==> src/rtl/sysinfo_pkg.sv <==
// sysinfo_pkg: register word addresses, CTRL bit positions and FSM states shared with firmware.
package sysinfo_pkg;
    localparam int DATA_W           = 32;
    localparam int SYSINFO_ID       = 0;
    localparam int SYSINFO_VERSION  = 1;
    localparam int SYSINFO_FEATURES = 2;
    localparam int SYSINFO_SCRATCH  = 3;
    localparam int SYSINFO_UPTIME_LO = 4;
    localparam int SYSINFO_UPTIME_HI = 5;
    localparam int SYSINFO_CTRL     = 6;
    localparam int CTRL_CLR         = 0;
    localparam int CTRL_SRST        = 1;
    typedef enum logic {SRST_IDLE, SRST_PULSE} srst_state_e;
endpackage

==> src/rtl/sysinfo_uptime.sv <==
// sysinfo_uptime: free-running uptime counter with clear and a high-word snapshot for coherent 64-bit reads.
module sysinfo_uptime #(
    parameter int CNT_W = 64
) (
    input  logic        clk,
    input  logic        rst,
    input  logic        clr_i,
    input  logic        snap_i,
    output logic [31:0] lo_o,
    output logic [31:0] hi_o
);
    logic [CNT_W-1:0]  cnt_q, cnt_d;
    logic [CNT_W-33:0] snap_q, snap_d;

    always_comb begin
        cnt_d  = clr_i ? '0 : cnt_q + 1'b1;
        snap_d = snap_i ? cnt_q[CNT_W-1:32] : snap_q;
    end

    always_ff @(posedge clk or posedge rst) begin
        if (rst) begin
            cnt_q  <= '0;
            snap_q <= '0;
        end else begin
            cnt_q  <= cnt_d;
            snap_q <= snap_d;
        end
    end

    assign lo_o = cnt_q[31:0];
    assign hi_o = 32'(snap_q);
endmodule

==> src/rtl/sysinfo.sv <==
// sysinfo: native-bus system-information peripheral with ID/version/features, scratch, uptime and soft-reset request.
module sysinfo
    import sysinfo_pkg::*;
#(
    parameter logic [31:0] ID       = 32'h0,
    parameter logic [31:0] VERSION  = 32'h0,
    parameter logic [31:0] FEATURES = 32'h0,
    parameter int          ADDR_W   = 3,
    parameter int          CNT_W    = 64,
    parameter int          SRST_CYC = 16
) (
    input  logic              clk,
    input  logic              rst,
    input  logic              valid,
    input  logic [ADDR_W-1:0] address,
    input  logic [DATA_W-1:0] wdata,
    input  logic [3:0]        wstrb,
    output logic [DATA_W-1:0] rdata,
    output logic              ready,
    output logic              soft_rst_o
);
    logic              ready_q, ready_d;
    logic [DATA_W-1:0] rdata_q, rdata_d, rd_mux;
    logic [DATA_W-1:0] scratch_q, scratch_d;
    srst_state_e       state_q, state_d;
    logic [7:0]        srst_cnt_q, srst_cnt_d;
    logic              acc, wr, ctrl_wr, clr, srst, snap;
    logic [31:0]       up_lo, up_hi;

    assign acc     = valid & ~ready_q;
    assign wr      = |wstrb;
    assign ctrl_wr = acc & wr & wstrb[0] & (address == ADDR_W'(SYSINFO_CTRL));
    assign clr     = ctrl_wr & wdata[CTRL_CLR];
    assign srst    = ctrl_wr & wdata[CTRL_SRST];
    assign snap    = acc & ~wr & (address == ADDR_W'(SYSINFO_UPTIME_LO));

    sysinfo_uptime #(.CNT_W(CNT_W)) u_up (
        .clk    (clk),
        .rst    (rst),
        .clr_i  (clr),
        .snap_i (snap),
        .lo_o   (up_lo),
        .hi_o   (up_hi)
    );

    always_comb begin
        case (address)
            ADDR_W'(SYSINFO_ID):        rd_mux = ID;
            ADDR_W'(SYSINFO_VERSION):   rd_mux = VERSION;
            ADDR_W'(SYSINFO_FEATURES):  rd_mux = FEATURES;
            ADDR_W'(SYSINFO_SCRATCH):   rd_mux = scratch_q;
            ADDR_W'(SYSINFO_UPTIME_LO): rd_mux = up_lo;
            ADDR_W'(SYSINFO_UPTIME_HI): rd_mux = up_hi;
            default:                    rd_mux = '0;
        endcase
        ready_d   = acc;
        rdata_d   = acc ? (wr ? '0 : rd_mux) : rdata_q;
        scratch_d = scratch_q;
        for (int i = 0; i < 4; i++)
            if (acc && wstrb[i] && address == ADDR_W'(SYSINFO_SCRATCH))
                scratch_d[8*i +: 8] = wdata[8*i +: 8];
    end

    // A bit1 write in PULSE reloads the counter, stretching the pulse.
    always_comb begin
        state_d    = state_q;
        srst_cnt_d = srst_cnt_q;
        if (srst) begin
            state_d    = SRST_PULSE;
            srst_cnt_d = 8'(SRST_CYC);
        end else if (state_q == SRST_PULSE) begin
            srst_cnt_d = srst_cnt_q - 8'd1;
            state_d    = (srst_cnt_q == 8'd1) ? SRST_IDLE : SRST_PULSE;
        end
    end

    always_ff @(posedge clk or posedge rst) begin
        if (rst) begin
            ready_q    <= 1'b0;
            rdata_q    <= '0;
            scratch_q  <= '0;
            state_q    <= SRST_IDLE;
            srst_cnt_q <= '0;
        end else begin
            ready_q    <= ready_d;
            rdata_q    <= rdata_d;
            scratch_q  <= scratch_d;
            state_q    <= state_d;
            srst_cnt_q <= srst_cnt_d;
        end
    end

    assign ready      = ready_q;
    assign rdata      = rdata_q;
    assign soft_rst_o = (state_q == SRST_PULSE);
endmodule

==> config.mk <==
export PLATFORM = sky130hd
export DESIGN_NAME = sysinfo
export DESIGN_NICKNAME = d
export VERILOG_FILES = /design/src/rtl/sysinfo_pkg.sv /design/src/rtl/sysinfo_uptime.sv /design/src/rtl/sysinfo.sv
export SDC_FILE = /design/constraint.sdc
export NUM_CORES = 1
export LEC_CHECK = 0
export BUFFER_PORTS_ARGS = -buffer_cell sky130_fd_sc_hd__buf_2
export CAP_MARGIN = 5
export CORE_MARGIN = 2
export CORE_UTILIZATION = 45
export CTS_CLUSTER_SIZE = 12
export DETAILED_ROUTE_END_ITERATION = 8
export PLACE_DENSITY_LB_ADDON = 0.3
export RECOVER_POWER = 50
export SKIP_CTS_REPAIR_TIMING = 1
export SLEW_MARGIN = 20
export SYNTH_ARGS = -nofsm -noshare
export SYNTH_HDL_FRONTEND = slang
export SYNTH_SLANG_ARGS = --single-unit
==> constraint.sdc <==
create_clock -name clk -period 4.9 [get_ports clk]
set_input_delay 0.49 -clock clk [delete_from_list [all_inputs] [get_ports clk]]
set_output_delay 0.49 -clock clk [all_outputs]
set_load 0.1 [all_outputs]
* After elaboration in Yosys (flattened, before gate mapping)
Index checks and enable logic that the tools add are counted.
** Word-level totals
- Flip-flop bits (word level) :: 170
- Bits in latches :: 0
- Bits in writable memories :: 0
- ROM bits :: 0
- Logic and storage cells :: 45
- Memories kept :: 0
** Operators by class
- Add/sub/neg operators :: 2
- $mul :: 0
- Divide/modulo/power cells :: 0
- $lt $le $gt $ge :: 0
- Eq/ne operators :: 5
- Shift operators :: 0
- Muxes and demuxes :: 8
- Bitwise gates (word level) :: 10
- Reduce and logical (&&, ||, !) cells :: 10
** Operators with widths (count)
- 32-bit case mux with 3 select lines :: 1
- 64-bit by 1-bit adder with 64-bit output, second input constant :: 1
- 64-bit two-way mux :: 1
- 32-bit two-way mux :: 1
- 8-bit two-way mux :: 2
- 3-bit == test, second input constant :: 3
- 1-bit AND :: 8
- 8-bit by 1-bit == test with 1-bit output, second input constant :: 1
- 1-bit logical AND :: 8
- 8-bit by 1-bit subtractor with 8-bit output, second input constant :: 1
- 4-bit OR reduction :: 1
- 3-bit by 2-bit == test with 1-bit output, second input constant :: 1
- 1-bit two-way mux :: 3
- 1-bit inverter :: 2
- 2-bit nonzero test :: 1

* Longest topological paths before layout
Gate-level depths: netlist (run 1).
- Depth in word-level cells :: 7
- Gate-level depth with buffers :: 8
- Mapped depth without buffers :: 7

* Hierarchy
A second synthesis (run 1) with hierarchy kept.
** Unflattened totals
- Cell total of the unflattened synthesis :: 734
- Area, all modules :: 8262.9 um2
** Modules (own cells, without submodules)
- sysinfo_uptime :: times used 1, cells an instance 464, area each 4764.6 um2, sequential area each 2402.3 um2
- sysinfo :: times used 1, cells an instance 270, area each 3498.4 um2, sequential area each 1851.8 um2

* Worst setup path after synthesis (run 1)
OpenSTA, ideal clock, no wires.
- Path type :: flip-flop to flip-flop
- Start :: reg ready_q (netlist: ready)
- End :: reg u_up.snap_q[3] (netlist: u_up.hi_o[3])
- Library setup time :: 0.125 ns
- Data arrival time :: 2.334 ns
- Path slack :: 2.442 ns
- Cell stages (with the launch flop) :: 8
- Buffers on the path :: 2
- Cells stage by stage :: dfrtp_1 > nand2b_1 > buf_6 > inv_2 > nand2_1 > nor3_1 > clkbuf_1 > mux2_2
** On the way
- Longest elaborated chain between the ends :: 4
** Ends and longest elaborated chain
- from (decl) :: line sysinfo.sv:22 : logic ready_q, ready_d;
- from (signal assigned) :: line sysinfo.sv:85 : ready_q <= ready_d;
- 1-bit inverter :: line sysinfo.sv:30 : assign acc = valid & ~ready_q;
- 1-bit AND :: line sysinfo.sv:30
- via acc :: line sysinfo.sv:27 : logic acc, wr, ctrl_wr, clr, srst, snap;
- 1-bit AND (2 in series) :: line sysinfo.sv:35 : assign snap = acc & ~wr & (address == ADDR_W'(SYSINFO_UPTIME_LO));
- to (signal assigned) :: line sysinfo_uptime.sv:26 : snap_q <= snap_d;
- to (decl) :: line sysinfo_uptime.sv:13 : logic [CNT_W-33:0] snap_q, snap_d;
The timed path passes the listed nets, and every way through them passes these cells.
A chain may end at the register's enable or synchronous reset.

* Worst setup path after layout (run 1)
- Start :: reg u_up.cnt_q[5]
- End :: reg u_up.cnt_q[59]
** On the way
- Longest elaborated chain between the ends :: 2
** Ends and longest elaborated chain
- from (decl) :: line sysinfo_uptime.sv:12 : logic [CNT_W-1:0] cnt_q, cnt_d;
- from (signal assigned) :: line sysinfo_uptime.sv:25 : cnt_q <= cnt_d;
- 64-bit by 1-bit adder with 64-bit output :: line sysinfo_uptime.sv:16 : cnt_d = clr_i ? '0 : cnt_q + 1'b1;
- 64-bit two-way mux :: line sysinfo_uptime.sv:16
- via u_up.cnt_d[59] :: line sysinfo_uptime.sv:12
The timed path passes the listed nets, and every way through them passes these cells.

==> results.tsv, run 1 <==
metric	value	unit
Synth area leaders	dfrtp_1 54%, mux2_2 8.3%, mux2i_1 4.1%	
Max H-tree Level	4	
Synth Area in Adders	0.475	%
Synth cell types	45	
Post-Synth Simple-Gate Area	17.6	%
WL/cell	17.0	um
TritonCTS clock tree	done	
final setup fails	0	
peak supply drop	0.000241	V
area leader, netlist	dfrtp_1	
NumNets Final	864	
clk sinks	170	
crit path max fanout	25	
first-pass GRT wire length	29100	um
Max Slew Vio Count	0	
RSZ-0062 raised after global routing	no	
worst reg2reg path startpoint	u_up.cnt_q[5]	
Die ar.	18600	um2
vias in the first global route	5574	
Setup TNS	0	ns
DP HPWL	12100	um
Total GRT Usage	20.2	%
Die Ht	137	um
HP Start	wdata[19]	
Antenna diodes	0	
Placeable Area	17200	um2
Pre-Repair DR Iteration Count	4	
Routed WL	17900	um
Yosys top cell area share	53.8	%
Residual DRC	0	
Post-synth EDFFs	0	
WP data arrival	3.58	ns
Yosys reg bits	170	
syn_area_per_cell	10.5	um2
Top FF cell, synth	dfrtp_1	
Hold WC Path Type	in -> reg	
Mapped Cells	751	
layout cells sized above 1	19.8	%
Clock Latency Late Sink	0.43	ns
Setup Crit Path Kind	reg -> reg	
warnings from Yosys	0	
largest family of logic cells by synthesized area	simple AND/OR/NAND/NOR gates	
synth-to-layout area growth	15.7	%
Max Freq	309	MHz
largest net degree at the start of global routing	171	
Slew headroom	22.2	%
actual slew at the worst max-slew pin	1.17	ns
CP Capture Type	flop	
Mapped Nets	796	
Root Buffer	clkbuf_16	
Fin. Hold Viols	0	
XOR/XNOR share of the synthesized area	4.76	%
cell area after synthesis	7900	um2
CP Launch Point	u_up.cnt_q[5]	
row cnt	48	
I/O Pins	76	
grt ovf	0	
CP Data Required Time	5.24	ns
via/cell ratio	5.47	
CTS buffer count	17	
DR vias	5777	
Final ANT Viol Nets	0	
WHS	0.289	ns
Detailed Route Iter0 Violations	400	
IO Port Bufs	75	
clock-pin transition on the worst setup and hold timing paths	0.06	ns
Final period util	66.1	%
Power Density	442	nW/um2
status	finished, final reports clean	
die width	137	um
share of the yosys chip area belonging to registers	53.8	%
startpoint type of the worst setup path	flop	
clk buf depth	2	
Async S/R FF share, synth	100	%
Starting Density	45.9	%
Final Skew	0.0115	ns
Synth Area in Compound Gates	7.99	%
# fillers	1535	
initial antenna violation count	0	
post-synthesis mux area share	13.0	%
Max Cap Viol	0	
Final Critical Period	3.24	ns
leak pwr	3.98	nW
GP Congestion	0.778	
report_power, final:
group / internal [mW] / switching, mW
logic: 0.285 / 0.319
registers: 1.68 / 0.308
clock network: 0.922 / 0.530
cells in the mapped netlist (all sizes together) (15+ instances only):
master	number
dfrtp	170
nor2	83
nand2	66
mux2	63
a21oi	57
o21ai	48
mux2i	32
clkbuf	28
xor2	28
nand3	27
nand4	25
or3	16
xnor2	15
worst paths after layout:
| path | cells after the start | end | slack, ns |
|---|---|---|---|
| worst max register to register | 5 | u_up.cnt_q[59] | 1.66 |
| min in group asynchronous | 3 | srst_cnt_q[2] | 0.31 |
| max in group asynchronous | 3 | scratch_q[23] | 3.88 |
| worst min register to register | 2 | rdata[4] | 0.48 |
| worst min-delay path | 2 | scratch_q[19] | 0.29 |
| worst max-delay path | 5 | u_up.cnt_q[59] | 1.66 |
stage by stage:
stage	cells	util, %	setup WS (ns)	cell area (um2)	power [mW]
floorplan	751	-	2.24	7910	2.41
global placement	1025	49.4	1.90	8520	2.57
detailed placement	1025	49.4	1.80	8520	2.61
CTS	1057	53.1	1.72	9160	4.07
global route	1057	53.0	1.46	9140	4.25
finish	1057	53.0	1.66	9140	4.04
routing by layer:
metal | track usage, % | share of wire (%) | up-vias
met5 | 0 | 0 | -
met4 | 6.48 | 1.4 | 0
met1 | 29.6 | 50 | 2850
met3 | 4.07 | 3.5 | 19
met2 | 30.1 | 45 | 115
li1 | - | - | 2793
kinds of logic (layout without fill, tap and decap cells):
| logic type | after synthesis | after routing |
|---|---|---|
| and+or+nand+nor | 275 | 275 |
| DFF | 170 | 170 |
| AOI/OAI and AO/OA | 119 | 119 |
| muxes | 95 | 95 |
| buffers and inverters | 46 | 127 |
| xor gates and xnor gates | 43 | 43 |
| adders and majority gates | 3 | 3 |
layout by cell type, fill, tap and decap left out, drive strengths merged, types with 2 or more instances in the layout:
master,Yosys,layout
nand4,25,25
clkinvlp,0,2
inv,12,11
or4,11,11
or3,16,16
o21ai,48,48
buf,6,66
bufinv,0,4
nor2,83,83
nand2b,4,4
mux2i,32,32
mux2,63,63
xnor2,15,15
and2,6,6
nand2,66,66
ha,3,3
clkbuf,28,43
o31ai,9,9
nand3,27,27
and3,5,5
xor2,28,28
dfrtp,170,170
a21oi,57,57
and4,4,4
nor3,9,9
nor4,13,13
critical path: stages (launching register included):
cell and delay, ns:
dfrtp_1 0.41, nand4_1 0.44, nor4_1 0.66, nand3_1 0.70, or4_1 0.73, a21oi_1 0.20
final cells by class:
type,count,area (um2),share of cell area (%)
clock buffer,26,509,5.57
clock inverter,6,133,1.45
inverter,12,46.3,0.506
multi-input combinational,535,3490,38.2
sequential,170,4250,46.5
tap,225,282,3.08
timing repair buffer,83,424,4.64
sequential cells by signal (all words and copies together) (netlist names):
register	count
rdata	32
ready	1
scratch_q	32
soft_rst_o	1
srst_cnt_q	8
u_up.cnt_q	64
u_up.hi_o	32
No activity file was read; power rests on OpenSTA's default activity.
==> inputs of run 2 (changes only) <==
==> constraint.sdc (replaced) <==
create_clock -name clk -period 3 [get_ports clk]
set_input_delay 0.3 -clock clk [delete_from_list [all_inputs] [get_ports clk]]
set_output_delay 0.3 -clock clk [all_outputs]
set_load 0.1 [all_outputs]
==> results.tsv, run 2 (synthesis results as in run 1) <==
metric	value	unit	change
die width	137	um	unchanged
grt ovf	0		unchanged
Starting Density	45.9	%	unchanged
Reg2Reg Setup Slack	0.46	ns	-1.20 ns
I/O Pins	76		unchanged
most numerous cell on the critical path	nand3_1		
post-route setup slack	0.464	ns	-1.20 ns
Cells after DPL	1038		+1.3%
Placeable Area	17200	um2	unchanged
Combinational Power Share	15.9	%	+0.9 points
Power Density	690	nW/um2	+56%
row cnt	48		unchanged
final setup fails	0		unchanged
Clk pwr share	32.8	%	-3.1 points
Die Ht	137	um	unchanged
crit path max-delay cell type	or4_1		
Final period util	84.5	%	+18 points
RSZ-0062 raised after global routing	no		
Die ar.	18600	um2	unchanged
Setup Crit Path Kind	reg -> reg		
Max H-tree Level	4		unchanged
WL met2	8240	um	+1.8%
WHS Path Cells	2		unchanged
synth-to-layout area growth	15.4	%	
Final ANT Viol Nets	0		unchanged
Setup TNS	0	ns	unchanged
register share of total power	51.3	%	+2.2 points
IO Port Bufs	75		unchanged
TritonCTS clock tree	done		
Root Buffer	clkbuf_16		
CTS buffer count	17		unchanged
Layout Utilization	52.9	%	-0.11 points
via/cell ratio	5.39		-1.4%
peak supply drop	0.000304	V	+26%
vias in the first global route	5664		+1.6%
Reg2Reg Depth	6		+1
initial antenna violation count	0		unchanged
sequential cell area	4250	um2	unchanged
Routed WL	17900	um	-0.29%
CP Data Required Time	3.36	ns	-1.88 ns
status	finished, violations left		
crit path max fanout	8		-68%
startpoint type of the worst setup path	flop		
failing checks	capacitance limit, slew limit		
most frequent cells in the layout	170 x dfrtp_1, 82 x nor2_1, 66 x nand2_1, 59 x buf_2, 58 x mux2_2		
# fillers	1534		-0.065%
clk buf depth	2		unchanged
Antenna diodes	0		unchanged
Slew headroom	-15.4	%	-38 points
max reg flops	64		unchanged
Total GRT Usage	20.3	%	+0.15 points
leading cell type in the layout, fill and taps excluded	dfrtp_1		
Cell Chain, Critical Path	ha_1 -> nand3_1 -> nor4_1 -> nand3_1 -> or4_1 -> a21oi_1		
actual slew at the worst max-slew pin	1.72	ns	+0.549 ns
layout cells sized above 1	21.0	%	+1.2 points
Max Freq	394	MHz	+28%
Multi-input gate area	3490	um2	-0.21%
slowest stage delay, CP	0.59	ns	-0.14 ns
WP data arrival	2.90	ns	-0.68 ns
fin cells	1068		+1.0%
reg-to-reg critical path endpoint	u_up.cnt_q[54]		
Tot Pwr	6.30	mW	+56%
Residual DRC	0		unchanged
Final Skew	0.0206	ns	+0.00912 ns
Fin. Hold Viols	0		unchanged
dpl ws	0.480	ns	-1.32 ns
Net Sw Frac	29.7	%	+1.1 points
DR vias	5754		-0.40%
Reg with most FFs	u_up.cnt_q		
met3 WL post-DR	741	um	+17%
first-pass GRT wire length	29600	um	+1.8%
clk sinks	170		unchanged
clock-pin transition on the worst setup and hold timing paths	0.06	ns	about the same
GP Congestion	0.821		+5.5%
Detailed Route Iter0 Violations	368		-8.0%
worst reg2reg path startpoint	u_up.cnt_q[0]		
leak pwr	4.00	nW	+0.41%
Pre-Repair DR Iteration Count	4		unchanged
NumNets Final	877		+1.5%
Hold WC Path Type	in -> reg		
WHS Endpoint	scratch_q[16]		
Final Critical Period	2.54	ns	-0.703 ns
WL/cell	16.7	um	-1.3%
Clock Latency Late Sink	0.44	ns	about the same
DP HPWL	12700	um	+5.0%
HP Start	wdata[16]		
Max Cap Viol	1		+1
top routing layer in use	met4		
CP Capture Type	flop		
Pint	4.43	mW	+53%
switching power	1.87	mW	+61%
largest net degree at the start of global routing	54		-68%
Routed met1 length	8680	um	-3.0%
Max Slew Vio Count	39		+39
==> run 2: cell type report <==
| class | count | share of cell area (%) |
|---|---|---|
| multi-input cells | 535 | 38.2 |
| inverters | 12 | 0.507 |
| clock inverters | 7 | 0.727 |
| well taps | 225 | 3.09 |
| flip-flops and latches | 170 | 46.6 |
| clock buffers | 23 | 5.35 |
| repair buffers | 96 | 5.49 |
==> run 2: power by group through the flow <==
stage                     Clock, mW  Combinational (mW)  Sequential [mW]
final                          2.07                1.00             3.23
after floorplan                   0               0.775             3.16
after global routing           2.22                1.15             3.30
after global placement            0               0.986             3.24
after CTS                      2.12                1.02             3.22
after detailed placement          0                1.01             3.26
==> run 2: through the flow <==
step | instance area, um2 | hold slack, ns
2_1_floorplan | 7910 | 0.450
3_3_place_gp | 8630 | 0.457
3_5_place_dp | 8630 | 0.466
4_1_cts | 9180 | 0.0695
5_1_grt | 9120 | 0.0899
6_report | 9120 | 0.0956
==> run 2: worst max-delay path, delay by kind of cell, from the launching register on <==
family          cells  cell delay, ns
fa+ha+maj           1            0.24
flops               1            0.42
simple gates        4            1.67
compound gates      1            0.15
==> run 2: how the worst max path moves through the flow <==
stage | cells after the start | slack (ns) | endpoint | from
3_3_place_gp | 5 | 0.52 | u_up.cnt_q[63] | u_up.cnt_q[49]
3_5_place_dp | 5 | 0.48 | u_up.cnt_q[63] | u_up.cnt_q[49]
5_1_grt | 6 | 0.27 | u_up.cnt_q[48] | u_up.cnt_q[0]
4_1_cts | 5 | 0.46 | u_up.cnt_q[63] | u_up.cnt_q[49]
6_report | 6 | 0.46 | u_up.cnt_q[54] | u_up.cnt_q[0]
2_1_floorplan | 1 | 0.53 | rdata[0] | rst
==> run 2: layer usage <==
layer	vias up	track usage [%]
met5	-	0
met4	0	6.25
met3	16	4.04
met2	104	31.0
met1	2823	29.4
li1	2811	-
==> inputs of run 3 (changes only) <==
==> constraint.sdc (replaced) <==
create_clock -name clk -period 2.5 [get_ports clk]
set_input_delay 0.25 -clock clk [delete_from_list [all_inputs] [get_ports clk]]
set_output_delay 0.25 -clock clk [all_outputs]
set_load 0.1 [all_outputs]
==> results.tsv, run 3 (synthesis results as in run 1) <==
metric	value	unit	change
via/cell ratio	5.46		+1.3%
Fin. Hold Viols	0		unchanged
status	finished, final reports clean		
DR vias	5909		+2.7%
final setup fails	0		unchanged
IO Port Bufs	75		unchanged
TritonCTS clock tree	done		
Clock Latency Late Sink	0.44	ns	about the same
clock-pin transition on the worst setup and hold timing paths	0.07	ns	about the same
Final period util	93.4	%	+8.8 points
met3 WL post-DR	672	um	-9.3%
CP Data Required Time	2.86	ns	-0.50 ns
largest net degree at the start of global routing	77		+43%
clk sinks	170		unchanged
dpl ws	0.187	ns	-0.293 ns
HP Start	wdata[20]		
Reg2Reg Setup Slack	0.17	ns	-0.30 ns
CP Capture Type	flop		
Max Cap Viol	0		-1
startpoint type of the worst setup path	flop		
NumNets Final	890		+1.5%
Detailed Route Iter0 Violations	360		-2.2%
die width	137	um	unchanged
Final Critical Period	2.33	ns	-0.202 ns
Total GRT Usage	20.3	%	about the same
CP Launch Point	u_up.cnt_q[47]		
# fillers	1502		-2.1%
Die Ht	137	um	unchanged
Slew headroom	8.12	%	+23 points
Pre-Repair DR Iteration Count	6		+2
WP data arrival	2.69	ns	-0.21 ns
Final ANT Viol Nets	0		unchanged
actual slew at the worst max-slew pin	1.38	ns	-0.343 ns
Setup Crit Path Kind	reg -> reg		
Root Buffer	clkbuf_16		
Setup TNS	0	ns	unchanged
Max Slew Vio Count	0		-100%
WL/cell	16.5	um	-1.3%
Power Density	855	nW/um2	+24%
top routing layer in use	met4		
crit path max fanout	7		-1
initial antenna violation count	1		+1
Final Skew	0.0102	ns	-0.0104 ns
Reg with most FFs	u_up.cnt_q		
synth-to-layout area growth	18.0	%	
Routed met1 length	8840	um	+1.9%
post-route setup slack	0.166	ns	-0.298 ns
peak supply drop	0.000524	V	+73%
max reg flops	64		unchanged
Antenna diodes	0		unchanged
leak pwr	4.10	nW	+2.5%
row cnt	48		unchanged
clk buf depth	2		unchanged
Residual DRC	0		unchanged
first-pass GRT wire length	29300	um	-0.86%
Reg2Reg Depth	5		-1
Placeable Area	17200	um2	unchanged
CTS buffer count	17		unchanged
Die ar.	18600	um2	unchanged
most frequent cells in the layout	170 x dfrtp_1, 82 x nor2_1, 66 x nand2_1, 59 x buf_2, 58 x mux2_2		
vias in the first global route	5663		-0.018%
WHS Path Cells	2		unchanged
I/O Pins	76		unchanged
Starting Density	45.9	%	unchanged
reg-to-reg critical path endpoint	u_up.cnt_q[63]		
worst reg2reg path startpoint	u_up.cnt_q[47]		
Hold WC Path Type	in -> reg		
RSZ-0062 raised after global routing	no		
WHS Endpoint	scratch_q[20]		
Max H-tree Level	4		unchanged
layout cells sized above 1	22.6	%	+1.6 points
GP Congestion	0.854		+4.1%
grt ovf	0		unchanged
DP HPWL	12700	um	-0.47%
leading cell type in the layout, fill and taps excluded	dfrtp_1		
WL met2	8070	um	-2.1%
Routed WL	17900	um	+0.10%
WHS	0.0428	ns	-0.0528 ns
Max Freq	428	MHz	+8.7%
==> run 3: changes by cell type in the layout (fill, tap and decap cells not counted), sizes merged <==
cell         change
buf             +13
bufinv           +3
clkbuf           -7
clkinvlp         +1
dlygate4sd3      +1
inv              +4
==> run 3: metrics by stage <==
| stage | power [mW] | area (um2) | utilization [%] | instances |
|---|---|---|---|---|
| after floorplan | 4.72 | 7910 | - | 751 |
| after global routing | 8.40 | 9330 | 54.1 | 1083 |
| after global placement | 5.12 | 8730 | 50.7 | 1050 |
| final | 7.98 | 9330 | 54.1 | 1083 |
| after detailed placement | 5.16 | 8730 | 50.7 | 1050 |
| after CTS | 8.03 | 9370 | 54.3 | 1082 |
==> run 3: routing by layer <==
| layer | track usage (%) | vias to the layer above |
|---|---|---|
| met1 | 29.9 | 2905 |
| li1 | - | 2851 |
| met4 | 6.83 | 0 |
| met3 | 3.78 | 24 |
| met2 | 30.3 | 129 |
| met5 | 0 | - |
==> run 3: cell type report <==
| type | instances | area, um2 | share of cell area (%) |
|---|---|---|---|
| clock inverters | 15 | 209 | 2.24 |
| well taps | 225 | 282 | 3.02 |
| clock buffers | 17 | 425 | 4.56 |
| inverters | 12 | 46.3 | 0.496 |
| multi-input cells | 535 | 3490 | 37.4 |
| flip-flops and latches | 170 | 4250 | 45.6 |
| repair buffers | 109 | 621 | 6.65 |
==> run 3: worst max-delay path by stage <==
stage,endpoint,cells past startpoint
2_1_floorplan,u_up.hi_o[3],7
3_3_place_gp,u_up.cnt_q[63],5
3_5_place_dp,u_up.cnt_q[63],5
4_1_cts,u_up.cnt_q[63],5
5_1_grt,u_up.cnt_q[63],5
6_report,u_up.cnt_q[63],5
==> run 3: where the power goes <==
| part | switching, mW | total (mW) | internal (mW) |
|---|---|---|---|
| sequential | 0.556 | 3.84 | 3.29 |
| clock | 1.16 | 2.85 | 1.69 |
| combinational | 0.676 | 1.28 | 0.604 |
==> run 3: critical path, stage by stage (launching register included) <==
cell and delay (ns):
dfrtp_1 0.43, nand4_1 0.15, or4_1 0.57, or3_4 0.44
or4_1 0.51, a21oi_1 0.15
